--- src/rtl/gen_reset_seq.sv ---
// Multi-channel reset sequencer: staggered synchronous release of NUM_CH resets after lock.
// Optional lock debounce enabled by defining GEN_RESET_LOCK_DEBOUNCE_EN.
module gen_reset_seq #(
  parameter int unsigned NUM_CH      = 4,
  parameter int unsigned CTR_WIDTH   = 24,
  parameter int unsigned BASE_CNT    = 1048575,
  parameter int unsigned STAGGER_CNT = 256,
  parameter int unsigned SYNC_STAGES = 2,
  parameter int unsigned LOCK_FILT   = 64
) (
  input  logic              tx_clk,
  input  logic              reset_in,
  input  logic              lock_in,
  input  logic              sw_reset,
  output logic [NUM_CH-1:0] reset_out,
  output logic              done
);

  localparam longint unsigned TH_MAX =
    64'(BASE_CNT) + 64'(NUM_CH - 1) * 64'(STAGGER_CNT);

  // Configuration sanity: counter must reach the last threshold without wrapping
  if (NUM_CH < 1 || NUM_CH > 16 || SYNC_STAGES < 2 || LOCK_FILT < 1 ||
      TH_MAX >= (64'd1 << CTR_WIDTH)) begin : g_cfg_err
    $error("gen_reset_seq: illegal parameter set (CTR_WIDTH too small or range error)");
  end

  typedef enum logic [1:0] {
    HOLD      = 2'd0,
    WAIT_LOCK = 2'd1,
    COUNT     = 2'd2,
    RUN       = 2'd3
  } state_t;

  function automatic logic [CTR_WIDTH-1:0] th(input int unsigned idx);
    return CTR_WIDTH'(64'(BASE_CNT) + 64'(idx) * 64'(STAGGER_CNT));
  endfunction

  logic [SYNC_STAGES-1:0] rst_sync_q;
  logic [SYNC_STAGES-1:0] lock_sync_q;
  logic                   rst_s;
  logic                   lock_s;
  logic                   lock_ok;

  state_t                 state, state_d;
  logic [CTR_WIDTH-1:0]   ctr, ctr_d;
  logic [NUM_CH-1:0]      rst_out_d;
  logic                   done_d;
  logic                   abort;

  // Release synchroniser: set on reset, shifts in zeros afterwards
  always_ff @(posedge tx_clk or posedge reset_in) begin
    if (reset_in) rst_sync_q <= '1;
    else          rst_sync_q <= {rst_sync_q[SYNC_STAGES-2:0], 1'b0};
  end

  always_ff @(posedge tx_clk or posedge reset_in) begin
    if (reset_in) lock_sync_q <= '0;
    else          lock_sync_q <= {lock_sync_q[SYNC_STAGES-2:0], lock_in};
  end

  assign rst_s  = rst_sync_q[SYNC_STAGES-1];
  assign lock_s = lock_sync_q[SYNC_STAGES-1];

`ifdef GEN_RESET_LOCK_DEBOUNCE_EN
  localparam int unsigned LF_W = $clog2(LOCK_FILT + 1);
  logic [LF_W-1:0] lock_cnt;

  // Counts consecutive locked cycles, saturating at LOCK_FILT
  always_ff @(posedge tx_clk or posedge reset_in) begin
    if (reset_in)                          lock_cnt <= '0;
    else if (!lock_s)                      lock_cnt <= '0;
    else if (lock_cnt != LF_W'(LOCK_FILT)) lock_cnt <= lock_cnt + LF_W'(1);
  end

  assign lock_ok = lock_s && (lock_cnt >= LF_W'(LOCK_FILT - 1));
`else
  assign lock_ok = lock_s;
`endif

  assign abort = sw_reset || !lock_s;

  always_ff @(posedge tx_clk or posedge reset_in) begin
    if (reset_in) begin
      state     <= HOLD;
      ctr       <= '0;
      reset_out <= '1;
      done      <= 1'b0;
    end else begin
      state     <= state_d;
      ctr       <= ctr_d;
      reset_out <= rst_out_d;
      done      <= done_d;
    end
  end

  // Next-state and next-output logic
  always_comb begin
    state_d   = state;
    ctr_d     = ctr;
    rst_out_d = '1;
    done_d    = 1'b0;
    case (state)
      HOLD: begin
        if (!rst_s) state_d = WAIT_LOCK;
      end
      WAIT_LOCK: begin
        ctr_d = '0;
        if (lock_ok && !sw_reset) state_d = COUNT;
      end
      COUNT: begin
        if (abort) begin
          state_d = WAIT_LOCK;
          ctr_d   = '0;
        end else begin
          ctr_d = ctr + CTR_WIDTH'(1);
          for (int unsigned i = 0; i < NUM_CH; i++) begin
            rst_out_d[i] = ~(ctr >= th(i));
          end
          if (ctr == CTR_WIDTH'(TH_MAX)) begin
            state_d = RUN;
            ctr_d   = ctr;
            done_d  = 1'b1;
          end
        end
      end
      RUN: begin
        if (abort) begin
          state_d = WAIT_LOCK;
          ctr_d   = '0;
        end else begin
          rst_out_d = '0;
          done_d    = 1'b1;
        end
      end
      default: state_d = HOLD;
    endcase
  end

endmodule

--- config.mk ---
export PLATFORM = sky130hd
export DESIGN_NAME = gen_reset_seq
export DESIGN_NICKNAME = d
export VERILOG_FILES = /design/src/rtl/gen_reset_seq.sv
export SDC_FILE = /design/constraint.sdc
export NUM_CORES = 1
export LEC_CHECK = 0
export ABC_AREA = 1
export CAP_MARGIN = 20
export CELL_PAD_IN_SITES_DETAIL_PLACEMENT = 0
export CELL_PAD_IN_SITES_GLOBAL_PLACEMENT = 1
export CORE_MARGIN = 1
export CORE_UTILIZATION = 40
export DETAILED_ROUTE_END_ITERATION = 12
export PLACE_DENSITY = 0.7
export SETUP_SLACK_MARGIN = 0.4
export SLEW_MARGIN = 25
export SYNTH_ARGS = -nofsm -noshare
export SYNTH_HDL_FRONTEND = slang
export SYNTH_SLANG_ARGS = --single-unit
export TNS_END_PERCENT = 30
--- constraint.sdc ---
create_clock -name tx_clk -period 4 [get_ports tx_clk]
set_clock_uncertainty 0.2 [all_clocks]
set_input_delay 0.8 -clock tx_clk [delete_from_list [all_inputs] [get_ports tx_clk]]
set_output_delay 0.8 -clock tx_clk [all_outputs]
set_load 0.02 [all_outputs]
==> flow_metrics.py <==
metrics = {
    "sta": {
        "timing.slew.headroom": 0.390,
        "setup_total_negative_slack_ps": 0,
        "portion_of_the_clock_cycle_consumed_by_the_worst_path_in_the_final_layout": 0.687,
        "hold-worst-slack_ps": 158,
        "worst_slew_pin_slew_ps": 910,
        "final.setup.worst_slack_ps": 1250,
        "max_freq_ghz": 0.364,
        "finalSetupViolCount": 0,
        "timing.final.crit_period_ps": 2750,
        "timing.final.hold_violations": 0,
        "finalMaxSlewViolations": 0,
        "grt_setup_unrepaired": "no",
    },
    "synthesis": {
        "synth.yosys.warnings": 0,
        "ys_types": 31,
        "postSynthCellCount": 333,
        "synth.cell_area_sq_mm": 0.00233,
        "post_synth_arst_share": 1.00,
        "ys_dominant_reg_cell": "dfrtp_1",
        "synth_sequential_area_ratio": 0.380,
        "synth-edff-count": 0,
        "synth_seq_cells": 35,
        "avg_cell_area_syn_sq_um": 6.98,
        "syn-num-nets": 344,
    },
    "power_and_ir_drop": {
        "power.density_cell_area_mw_per_mm2": 350,
        "irDropWorstVdd_mv": 0.261,
        "report.power.total_mw": 0.886,
        "static-leakage-power_nw": 1.09,
    },
    "routing": {
        "postRouteAntennaNets": 0,
        "route.detailed.drc": 0,
        "drt_pass1_iterations": 4,
        "routed_wl_microns": 5630,
        "detailedRoute.firstIterationViolations": 143,
        "route.vias.total": 2039,
        "route.detailed.wl_per_inst_microns": 13.6,
        "vias_per_cell": 4.91,
    },
    "place": {
        "numPortBuffers": 8,
        "dp_slack_ps": 920,
        "post-dp-hpwl_microns": 4220,
        "placement.cell_area_sq_mm": 0.00245,
        "placedCellCount": 407,
        "global_placer_s_final_weighted_congestion": 0.804,
    },
    "clocking": {
        "path_clk_slew_ps": 80,
        "ctsHtreeMaxLevel": 2,
        "ctsRootBufferMaster": "clkbuf_8",
        "tritoncts": "yes",
        "postCtsSetupRepairBufs": 0,
        "cts_inserted_buffers": 5,
        "cts_sinks": 35,
        "clock_path_buffers": 2,
        "cts_hold_buffers": 0,
        "clk-insertion-delay-late_ps": 290,
        "post_cts_resized": 0,
    },
    "cells_and_area": {
        "final_cell_mix": "nand2_1, nor2_1, dfrtp_1, nand3_1, inv_1",
        "final_core_utilization": 0.457,
        "layoutNonFillerInstCount": 415,
        "diodes_inserted": 0,
        "nets": 353,
        "layout_commonest_cell": "nand2_1",
        "area_growth_syn_to_layout_pct": 8.88,
        "fillers": 601,
        "design_area_sq_mm": 0.00253,
        "drive_above_1_share": 0.102,
    },
    "status": {
        "run_status": "completed",
    },
    "global_routing": {
        "antenna_found_initial": 0,
        "first_pass_grt_wire_length_microns": 9830,
        "grt_remaining_overflow": 0,
        "global_route_usage_over_all_layers": 0.209,
        "grt_pass1_vias": 1946,
        "grt_max_degree": 42,
    },
    "setup_path": {
        "slowest_stage_cell_cp": "clkdlybuf4s50_1",
        "critPathCaptureType": "register",
        "crit_arrival_ps": 2710,
        "crit_path_max_incr_delay_ps": 410,
        "worst_ep_required_time_ps": 3960,
        "cp_common_cell": "nor2_2",
        "cp.buffers_inverters": 2,
        "critical_path.top_delay_family": "simple AND/OR/NAND/NOR gates",
        "critPathLaunchType": "primary input",
        "crit_path_cells": "clkdlybuf4s50_1 > nor2_2 > inv_1 > nor2_2 > nand4_4 > nand3b_4 > o21ai_0",
        "path_class": "in2reg",
        "worst-path-max-fanout": 41,
    },
    "floorplanning": {
        "total_die_area_sq_mm": 0.00612,
        "floorplan.rows": 27,
        "initial_core_util": 0.420,
        "die_h_microns": 78.3,
        "dieWidth_microns": 78.3,
        "io-pin-count": 9,
        "floorplan.core_area_sq_mm": 0.00554,
    },
    "run": {
        "drv.max_cap_violation_count": 0,
    },
    "min_path": {
        "hp_class": "reg2reg",
    },
}
==> cell families (layout without fill, tap and decap cells) <==
group,after synthesis,in the layout,synth area share
compound gates,30,30,0.0732
buf+inv,35,45,0.0732
fa+ha+maj,7,7,0.0377
other cells,1,1,0.00161
flops,35,35,0.380
simple gates,224,224,0.431
xor+xnor,1,1,0.00377
==> synth_stat cells (4+ instances only) <==
library cell  number  area [sq um]
o21ai_0            8          40.0
or2_2              5          31.3
nand4_1           19           119
o21bai_1           4          30.0
nand3_1           26           130
nand2_1          121           454
ha_1               7          87.6
dfstp_2            6           158
o21ai_1           13          65.1
inv_1             23          86.3
nor2_1            42           158
dfrtp_1           29           726
==> worst paths after layout <==
path,from,end,slack [ps],depth (start not counted)
worst max-delay path,sw_reset,ctr[15],1250,7
worst min-delay path,rst_sync_q[0],rst_sync_q[1],160,0
worst max register to register,state[0],ctr[15],1620,8
worst min register to register,rst_sync_q[0],rst_sync_q[1],160,0
max in group asynchronous,reset_in,ctr[5],2260,3
min in group asynchronous,reset_in,state[1],700,2
==> final cells by class <==
type                       instances  area [sq um]  share of cell area
multi-input combinational        263          1270               0.502
sequential                        35           883               0.349
timing repair buffer              11           103              0.0405
inverter                          26           100              0.0395
tap                               72          90.1              0.0356
clock buffer                       5          68.8              0.0272
clock inverter                     3          15.0             0.00593
==> metal layers <==
metal | part of all wire | wire length, microns | vias to the layer above | track usage
met3 | 0.027 | 152 | 7 | 0.0349
met4 | 0.013 | 73 | 0 | 0.0648
li1 | - | - | 1097 | -
met2 | 0.45 | 2520 | 29 | 0.328
met5 | 0 | 0 | - | 0
met1 | 0.51 | 2880 | 906 | 0.294
==> report_power, final <==
group          total [mW]  switching [mW]  leakage, nW  internal [mW]
combinational       0.242           0.178        0.578         0.0641
clock               0.253           0.134       0.0477          0.119
sequential          0.391          0.0150        0.461          0.376
==> sequential cells by signal, indices dropped and copies added, names as in the netlist <==
| name | flops |
|---|---|
| ctr | 24 |
| done | 1 |
| lock_sync_q | 2 |
| reset_out | 4 |
| rst_sync_q | 2 |
| state | 2 |
No activity file was read; power rests on OpenSTA's default activity.
